<file path="config.mk">
export PLATFORM = sky130hd
export DESIGN_NAME = wb_master_bridge
export DESIGN_NICKNAME = d
export VERILOG_FILES = /design/src/rtl/wb_master_bridge.sv
export SDC_FILE = /design/constraint.sdc
export NUM_CORES = 1
export LEC_CHECK = 0
export CAP_MARGIN = 20
export CELL_PAD_IN_SITES_DETAIL_PLACEMENT = 0
export CELL_PAD_IN_SITES_GLOBAL_PLACEMENT = 1
export CORE_MARGIN = 5
export CORE_UTILIZATION = 33
export CTS_CLUSTER_SIZE = 10
export DETAILED_ROUTE_END_ITERATION = 16
export PLACE_DENSITY_LB_ADDON = 0.1
export SYNTH_ARGS = -nofsm -noshare
export SYNTH_HDL_FRONTEND = slang
export SYNTH_SLANG_ARGS = --single-unit
</file>
<file path="constraint.sdc">
create_clock -name wb_clk -period 10.85 [get_ports wb_clk]
set_input_delay 1.085 -clock wb_clk [delete_from_list [all_inputs] [get_ports wb_clk]]
set_output_delay 1.085 -clock wb_clk [all_outputs]
set_load 0.005 [all_outputs]
</file>
<file path="src/rtl/wb_master_bridge.sv">
// Wishbone classic single-access initiator: accepts one valid/ready command,
// runs a single read or write cycle on the bus, and returns a response.
// A watchdog aborts cycles the interconnect never acks and flags an error.
module wb_master_bridge #(
   parameter int unsigned TIMEOUT   = 16,
   parameter logic [31:0] ERR_RDATA = 32'hDEAD_BEEF
) (
   input  logic        wb_clk,
   input  logic        wb_rst,
   input  logic        cmd_valid,
   output logic        cmd_ready,
   input  logic        cmd_we,
   input  logic [31:0] cmd_adr,
   input  logic [31:0] cmd_wdat,
   input  logic [3:0]  cmd_sel,
   output logic        rsp_valid,
   input  logic        rsp_ready,
   output logic [31:0] rsp_rdat,
   output logic        rsp_err,
   output logic        wbm_cyc_o,
   output logic        wbm_stb_o,
   output logic        wbm_we_o,
   output logic [31:0] wbm_adr_o,
   output logic [31:0] wbm_dat_o,
   output logic [3:0]  wbm_sel_o,
   input  logic [31:0] wbm_dat_i,
   input  logic        wbm_ack_i,
   output logic        busy,
   output logic [7:0]  err_count
);

   // Last watchdog value before the cycle is aborted.
   localparam logic [7:0] WDOG_LAST = 8'(TIMEOUT - 1);

   typedef enum logic [1:0] {
      IDLE = 2'd0,
      BUS  = 2'd1,
      RESP = 2'd2
   } state_t;

   state_t      state_q, state_d;
   logic        cmd_ready_q, cmd_ready_d;
   logic        busy_q, busy_d;
   logic        cyc_q, cyc_d;
   logic        stb_q, stb_d;
   logic        we_q, we_d;
   logic [31:0] adr_q, adr_d;
   logic [31:0] dat_q, dat_d;
   logic [3:0]  sel_q, sel_d;
   logic        rsp_valid_q, rsp_valid_d;
   logic [31:0] rsp_rdat_q, rsp_rdat_d;
   logic        rsp_err_q, rsp_err_d;
   logic [7:0]  err_count_q, err_count_d;
   logic [7:0]  wdog_q, wdog_d;

   // Next-state and registered-output computation.
   always_comb begin
      state_d     = state_q;
      cyc_d       = cyc_q;
      stb_d       = stb_q;
      we_d        = we_q;
      adr_d       = adr_q;
      dat_d       = dat_q;
      sel_d       = sel_q;
      rsp_valid_d = rsp_valid_q;
      rsp_rdat_d  = rsp_rdat_q;
      rsp_err_d   = rsp_err_q;
      err_count_d = err_count_q;
      wdog_d      = wdog_q;

      case (state_q)
         IDLE: begin
            if (cmd_valid && cmd_ready_q) begin
               we_d    = cmd_we;
               adr_d   = cmd_adr;
               dat_d   = cmd_wdat;
               sel_d   = cmd_sel;
               cyc_d   = 1'b1;
               stb_d   = 1'b1;
               wdog_d  = '0;
               state_d = BUS;
            end
         end
         BUS: begin
            // Ack takes priority over a timeout firing on the same edge.
            if (wbm_ack_i) begin
               cyc_d       = 1'b0;
               stb_d       = 1'b0;
               rsp_rdat_d  = we_q ? '0 : wbm_dat_i;
               rsp_err_d   = 1'b0;
               rsp_valid_d = 1'b1;
               state_d     = RESP;
            end else if (wdog_q == WDOG_LAST) begin
               cyc_d       = 1'b0;
               stb_d       = 1'b0;
               rsp_rdat_d  = ERR_RDATA;
               rsp_err_d   = 1'b1;
               rsp_valid_d = 1'b1;
               if (err_count_q != 8'hFF) begin
                  err_count_d = err_count_q + 8'd1;
               end
               state_d     = RESP;
            end else begin
               wdog_d = wdog_q + 8'd1;
            end
         end
         RESP: begin
            if (rsp_ready) begin
               rsp_valid_d = 1'b0;
               state_d     = IDLE;
            end
         end
         default: begin
            state_d = IDLE;
         end
      endcase

      // cmd_ready and busy are registered decodes of the next state.
      cmd_ready_d = (state_d == IDLE);
      busy_d      = (state_d != IDLE);
   end

   // State and output registers with asynchronous reset.
   always_ff @(posedge wb_clk or posedge wb_rst) begin
      if (wb_rst) begin
         state_q     <= IDLE;
         cmd_ready_q <= 1'b1;
         busy_q      <= 1'b0;
         cyc_q       <= 1'b0;
         stb_q       <= 1'b0;
         we_q        <= 1'b0;
         adr_q       <= '0;
         dat_q       <= '0;
         sel_q       <= 4'h0;
         rsp_valid_q <= 1'b0;
         rsp_rdat_q  <= '0;
         rsp_err_q   <= 1'b0;
         err_count_q <= '0;
         wdog_q      <= '0;
      end else begin
         state_q     <= state_d;
         cmd_ready_q <= cmd_ready_d;
         busy_q      <= busy_d;
         cyc_q       <= cyc_d;
         stb_q       <= stb_d;
         we_q        <= we_d;
         adr_q       <= adr_d;
         dat_q       <= dat_d;
         sel_q       <= sel_d;
         rsp_valid_q <= rsp_valid_d;
         rsp_rdat_q  <= rsp_rdat_d;
         rsp_err_q   <= rsp_err_d;
         err_count_q <= err_count_d;
         wdog_q      <= wdog_d;
      end
   end

   assign cmd_ready = cmd_ready_q;
   assign busy      = busy_q;
   assign wbm_cyc_o = cyc_q;
   assign wbm_stb_o = stb_q;
   assign wbm_we_o  = we_q;
   assign wbm_adr_o = adr_q;
   assign wbm_dat_o = dat_q;
   assign wbm_sel_o = sel_q;
   assign rsp_valid = rsp_valid_q;
   assign rsp_rdat  = rsp_rdat_q;
   assign rsp_err   = rsp_err_q;
   assign err_count = err_count_q;

endmodule

</file>
Word level (Yosys, flattened, before mapping). Cells that the tools add are included.

Flip-flop bits (word level): 124. Output and inout bits: 115. Logic and storage cells: 59.

Add/sub/neg operators: 2. Equality and inequality tests: 9. Muxes and demuxes: 21. Bitwise gates (word level): 1. Reductions and logical operators: 13.

Operators by type and width (number): $mux W32 (3); $mux W8 (3); $add A8 B1 Y8 const B (2); $pmux W8 S2 (1); $eq A8 B4 Y1 const B (1); $mux W2 (4); $ne A2 B2 Y1 const B (4); $ne A8 B8 Y1 const B (1); $reduce_and A4 Y1 (2); $reduce_bool A2 Y1 (4); $mux W1 (7); $pmux W2 S3 (1); $reduce_and A3 Y1 (2); $logic_not A2 Y1 (2); $pmux W1 S2 (2); $reduce_and A2 Y1 (2); $ne A3 B3 Y1 const B (1); $eq A2 B1 Y1 const B (1); $eq A2 B2 Y1 const B (1); $logic_and A1 B1 Y1 (1); $not A1 Y1 (1).

Longest topological paths before layout. Gate-level depths: netlist of run 1.

Depth in word-level cells: 5. Mapped depth: 7.

Worst setup path before layout of run 1. Ideal clock, no wire load.

Path type: in2reg. Start: input port wbm_ack_i. End: register err_count_q[1] (netlist: err_count[1]). Setup time: 125 ps. Arrival time: 2035 ps. Slack: 8691 ps. Cell stages on the path: 4. Buffers on the path: 0. Path through: nor3b_2 nand3_1 nor2_1 mux2_2.

Cells in the longest elaborated chain, start to end: 2.

RTL lines: start, declared (line 27) `input logic wbm_ack_i,`; $not A1 Y1 (no source line); $reduce_and A4 Y1 (no source line); end signal, assigned (line 153) `err_count_q <= err_count_d;`; end, declared (line 53) `logic [7:0] err_count_q, err_count_d;`.

Every way passes these cells. A chain may end at the register's enable or synchronous reset.

Worst setup path after layout of run 1.
Start: input port wbm_ack_i. End: register err_count_q[2] (netlist: err_count[2]).

The elaborated chain is that of the path after synthesis.

==> run metrics, run 1 <==
Sw Share=0.2947; Ant. Diodes=0; Power, Total=2118 uW; skew final=4.298 ps; Final Cycle Share=0.2768; status=finished, final reports clean; DR iter-0 viols=199; Req. time, crit path=11,140 ps; hold crit path type=reg -> reg; die width=132.3 um; drt total wl=14,150 um; reg2reg start=state_q[1]; remaining global-route overflow=0; number of synthesized flops with an enable pin=0; worst reg2reg path depth=3; NetSw=624.1 uW; area grow syn2layout=60.65%; antenna violations before repair=0; Syn Nets=613; Num CTS Buffers=17; Die Span Y=132.3 um; Num Clock Sinks=124; WL per Instance=15.46 um; Reg power frac=0.357; combinational share of power=0.363; Worst Hold End=wbm_sel_o[3]; Port Buffers=220; Yosys cell types=40; first-pass GRT wire length=23,570 um; fill count=1,282; pwr/cell area=267.1 nW/um^2; nets@finish=828; clock root buffer=clkbuf_16; die area=17,500 sq um; Setup Buffers After CTS=0; Core Footprint=14,590 sq um; Mapped Area=4935 sq um; Clock Pin Slew Worst Setup and Hold Paths=50 ps; Worst Path Max Fanout=19; Setup violations, final=0; peak supply drop=0.1263 mV; Slew Limit Fails=0; largest net degree at the start of global routing=85; CTS tree=yes; RD Place Congestion=0.7445; top_reg_cell synth=dfrtp_1; Warnings, synthesis=0; mean post-synth cell area=9.772 sq um; num rows=44; Post-DP HPWL=9756 um; Seq cells post-synth=124; FF-to-FF End=rsp_rdat[11]; drc violations=0; Resize count post-CTS=0; post-route ant nets=0; Fin. Hold Viols=0; Hold Slack=467.4 ps; CTS max path bufs=2; vias in the first global route=4,376; All-Layer GR Usage=0.1677; worst rel slew slack=0.3396; clock latency at the later pin of the worst-skew pair=410 ps; via/cell ratio=4.609; H-tree depth=4; R2R setup slack=8520 ps; Critical Path Start Type=input port; hold path depth=2; Clock Power Share=0.280; RSZ-0062 raised after global routing=false; cts hold-fix bufs=0; total leakage power=0.003713 uW; ys async rst share=1.000; Post-Syn Instances=505; setup TNS=0 ps; internal power=1494 uW; critical hold path startpoint=wbm_sel_o[3]; DRT Pass-1 Iters=4; min cycle time layout=3003 ps; I/O Pins=221; critical path endpoint category=flip-flop; share of cells above drive strength 1=0.05882; FMAX=333.0 MHz; Tightest Pin Transition=990.6 ps; DR vias=4,217; max cap viols=0; crit path kind=in -> reg; post-synthesis sequential area ratio=0.6291; Arr. time, crit path=3300 ps; Finished Core Util=0.5434; Starting Density=0.3383
[stage by stage]
stage | cell area, sq um | setup WS, ps | cells
2_1_floorplan | 4935 | 6467 | 505
3_3_place_gp | 7286 | 7489 | 884
3_5_place_dp | 7286 | 7417 | 884
4_1_cts | 7900 | 7861 | 914
5_1_grt | 7928 | 7644 | 915
6_report | 7928 | 7847 | 915
[worst max-delay path, stage by stage]
cell             delay, ps
clkdlybuf4s50_1        650
nor3b_2                420
and3_1                 660
nand2_1                150
mux2_4                 320
[cells in the mapped netlist, drive strengths merged, types with 3 or more instances]
cell type | number | share of area
o21ai | 13 | 0.013
nor3 | 3 | 0.0030
and4 | 3 | 0.0053
nor2b | 11 | 0.014
a221o | 15 | 0.030
buf | 11 | 0.012
and3 | 6 | 0.0076
clkbuf | 17 | 0.013
nand2 | 237 | 0.18
inv | 5 | 0.0038
xor2 | 6 | 0.011
nor2 | 6 | 0.0051
a31oi | 11 | 0.015
nand4 | 4 | 0.0051
nand3 | 10 | 0.010
dfrtp | 123 | 0.62
[cell type report]
class / count / area [sq um] / area share
Clock buffer: 22 / 474.2 / 0.05982
Clock inverter: 8 / 140.1 / 0.01768
Timing Repair Buffer: 224 / 2252 / 0.2841
Inverter: 6 / 25.02 / 0.003157
Tap cell: 184 / 230.2 / 0.02904
Sequential cell: 124 / 3104 / 0.3916
Multi-Input combinational cell: 347 / 1702 / 0.2146
[registers in the layout (all words and copies together) (netlist names), 2 cells and up]
signal and cells:
wbm_adr_o 32, wbm_sel_o 4, err_count 8, rsp_rdat 32
wdog_q 8, wbm_dat_o 32, state_q 2
[placed cells by master, fill, tap and decap left out, drive strengths merged, types with 10 or more instances in the layout]
| cell | Yosys | layout |
|---|---|---|
| dfrtp | 123 | 123 |
| clkdlybuf4s50 | 0 | 220 |
| o21ai | 13 | 13 |
| a221o | 15 | 15 |
| clkbuf | 17 | 22 |
| a31oi | 11 | 11 |
| nand2 | 237 | 237 |
| nand3 | 10 | 10 |
| nor2b | 11 | 11 |
[cell families after synthesis]
family / count (synthesis) / synth area share
compound gates: 45 / 0.06744
simple gates: 289 / 0.2477
mux: 3 / 0.007352
fa+ha+maj: 2 / 0.005070
buf+inv: 34 / 0.02916
xor+xnor: 8 / 0.01420
flops: 124 / 0.6291
[how the worst max path moves through the flow]
| stage | start | endpoint | slack [ps] | cells past startpoint |
|---|---|---|---|---|
| after floorplan | wb_rst | busy | 6470 | 1 |
| after global placement | wbm_ack_i | err_count[2] | 7490 | 5 |
| after detailed placement | wbm_ack_i | err_count[2] | 7420 | 5 |
| after CTS | wbm_ack_i | err_count[2] | 7860 | 5 |
| after global routing | wbm_ack_i | err_count[2] | 7640 | 5 |
| final | wbm_ack_i | err_count[2] | 7850 | 5 |
[routing by layer]
metal  up-vias  global-route usage  wire, um
li1       2068                   -         -
met1      1975              0.2051      6057
met2       158              0.2541      6458
met3        16             0.08435      1439
met4         0             0.06448       193
met5         -                   0         0
[power groups by stage]
stage | Clock (uW) | Sequential (uW) | Combinational [uW]
4_1_cts | 608 | 759 | 784
5_1_grt | 630 | 783 | 856
3_5_place_dp | 0 | 762 | 781
2_1_floorplan | 0 | 769 | 282
3_3_place_gp | 0 | 757 | 767
6_report | 593 | 757 | 768
No activity file was read; power rests on OpenSTA's default activity.
==> run 2, diff against run 1 <==
CORE_UTILIZATION = 30   (was 33)
clock period = 2.95 ns   (was 10.85 ns; I/O delays follow)
==> run metrics, run 2 (synthesized netlist as in run 1, its figures left out) <==
max cap viols=0 (unchanged); reg2reg start=wdog_q[0] (was state_q[1]); Worst setup startpoint=wdog_q[0] (was wbm_ack_i); critical path endpoint category=flip-flop (unchanged); H-tree depth=4 (unchanged); Ant. Diodes=0 (unchanged); I/O Pins=221 (unchanged); fin area=8079 sq um (was 7928 sq um); nets@finish=832 (was 828); cell count along the critical path=5 (unchanged); drc violations=0 (unchanged); crit path kind=reg -> reg (was in -> reg); worst reg2reg path depth=5 (was 3); Starting Density=0.3084 (was 0.3383); Num CTS Buffers=17 (unchanged); min cycle time layout=2125 ps; pre-CTS setup slack=513.7 ps (was 7417 ps); num rows=46 (was 44); drt total wl=14,230 um (was 14,150 um); placed cell area=7415 sq um (was 7286 sq um); DR vias=4,301 (was 4,217); DR iter-0 viols=167 (was 199); RSZ-0062 raised after global routing=false (unchanged); Die Span Y=138.3 um (was 132.3 um); Final Cycle Share=0.7202; antenna violations before repair=0 (unchanged); WL per Instance=14.93 um (was 15.46 um); All-Layer GR Usage=0.1509 (was 0.1677); dpl cells=921 (was 884); first-pass GRT wire length=23,470 um (was 23,570 um); most frequent cells in the layout=nand2_1, clkdlybuf4s50_1, dfrtp_1, clkbuf_16, a221o_1 (unchanged); remaining global-route overflow=0 (unchanged); Req. time, crit path=3290 ps (was 11,140 ps); Hold Slack=376.5 ps (was 467.4 ps); fill count=1,472 (was 1,282); total leakage power=0.003750 uW (was 0.003713 uW); die width=138.3 um (was 132.3 um); cts hold-fix bufs=0 (unchanged); Worst Path Max Fanout=29 (was 19); fin cells=953 (was 915); CP max stage cell=a31oi_4 (was and3_1); share of cells above drive strength 1=0.06649 (was 0.05882); RD Place Congestion=0.7638 (was 0.7445); Critical Path Sink=rsp_rdat[3] (was err_count[2]); clock root buffer=clkbuf_16 (unchanged); worst rel slew slack=0.5038 (was 0.3396); FF-to-FF End=rsp_rdat[3] (was rsp_rdat[11]); Arr. time, crit path=2470 ps (was 3300 ps); CP top delay family=compound AO/OA/AOI/OAI gates (was simple AND/OR/NAND/NOR gates); Resize count post-CTS=0 (unchanged); area grow syn2layout=63.72% (was 60.65%); Slew Limit Fails=0 (unchanged); largest net degree at the start of global routing=57 (was 85); R2R setup slack=830 ps (was 8520 ps); hold crit path type=in -> async (was reg -> reg); clock latency at the later pin of the worst-skew pair=410 ps (about the same); status=finished, final reports clean (unchanged); pwr/cell area=989.9 nW/um^2 (was 267.1 nW/um^2); die area=19,110 sq um (was 17,500 sq um); Buffers & Inverters on Critical Path=1 (unchanged); crit-path cells=ha_1 -> and3_1 -> a31oi_4 -> buf_4 -> a221o_1 (was clkdlybuf4s50_1 -> nor3b_2 -> and3_1 -> nand2_1 -> mux2_4); peak supply drop=0.4285 mV (was 0.1263 mV); peak per-stage delay on the critical path=600 ps (was 660 ps); via/cell ratio=4.513 (was 4.609); CTS tree=yes (unchanged); CTS max path bufs=2 (unchanged); Num Clock Sinks=124 (unchanged); skew final=9.113 ps (was 4.298 ps); DRT Pass-1 Iters=4 (unchanged); FMAX=470.7 MHz; setup TNS=0 ps (unchanged); Setup Buffers After CTS=0 (unchanged); Tightest Pin Transition=742.8 ps (was 990.6 ps); Core Footprint=16,000 sq um (was 14,590 sq um); setup ws final=825.4 ps (was 7847 ps); Setup violations, final=0 (unchanged); Port Buffers=220 (unchanged); commonest non-fill, non-tap cell in the layout=nand2_1 (unchanged); Post-DP HPWL=9985 um (was 9756 um); Fin. Hold Viols=0 (unchanged); Critical Path Start Type=flip-flop (was input port); post-route ant nets=0 (unchanged); vias in the first global route=4,522 (was 4,376); Clock Pin Slew Worst Setup and Hold Paths=50 ps (about the same)
[run 2: cell types whose count changed in the layout (fill, tap and decap cells not counted), sizes merged]
cell	before	now
bufinv	4	6
buf	4	8
clkinv	5	4
clkinvlp	0	4
inv	5	4
clkbuf	22	20
[run 2: cell type report]
cell class,count,area (sq um),area share
clock buffer,20,446.7,0.05529
clock inverter,12,217.7,0.02695
inverter,6,26.28,0.003252
multi-input combinational,347,1702,0.2106
sequential,124,3104,0.3842
tap,216,270.3,0.03345
timing repair buffer,228,2312,0.2862
[run 2: per-layer routing]
layer / vias to the layer above / global-route usage / share of wire
li1: 2086 / - / -
met1: 2021 / 0.1842 / 0.44
met2: 184 / 0.2330 / 0.44
met3: 10 / 0.08310 / 0.10
met4: 0 / 0.03900 / 0.0091
met5: - / 0 / 0
[run 2: how the worst min path moves through the flow]
stage | endpoint | cells after the start | start
after global routing | wbm_dat_o[29] | 3 | cmd_wdat[29]
after global placement | wbm_adr_o[0] | 2 | wbm_adr_o[0]
final | wbm_dat_o[8] | 2 | wb_rst
after detailed placement | wbm_sel_o[1] | 2 | wbm_sel_o[1]
after CTS | wbm_adr_o[31] | 3 | cmd_adr[31]
after floorplan | wbm_adr_o[0] | 2 | cmd_adr[0]
[run 2: per-stage QoR]
step | total power [uW] | utilization
after global placement | 5676 | 0.4634
final | 7997 | 0.5049
after CTS | 8148 | 0.5049
after floorplan | 3866 | -
after global routing | 8553 | 0.5049
after detailed placement | 5726 | 0.4634
[run 2: where the power goes]
part	internal, uW	switching (uW)
clock network	1600	747
logic	1670	1200
registers	2390	386
[run 2: worst reg2reg max path, delay by kind of cell (launching register included)]
family	cells	cell delay, ps
AO/OA/AOI/OAI	2	790
flip-flops	1	410
buffers and inverters	1	330
AND/OR/NAND/NOR	1	300
adder cells (fa/ha/maj)	1	240
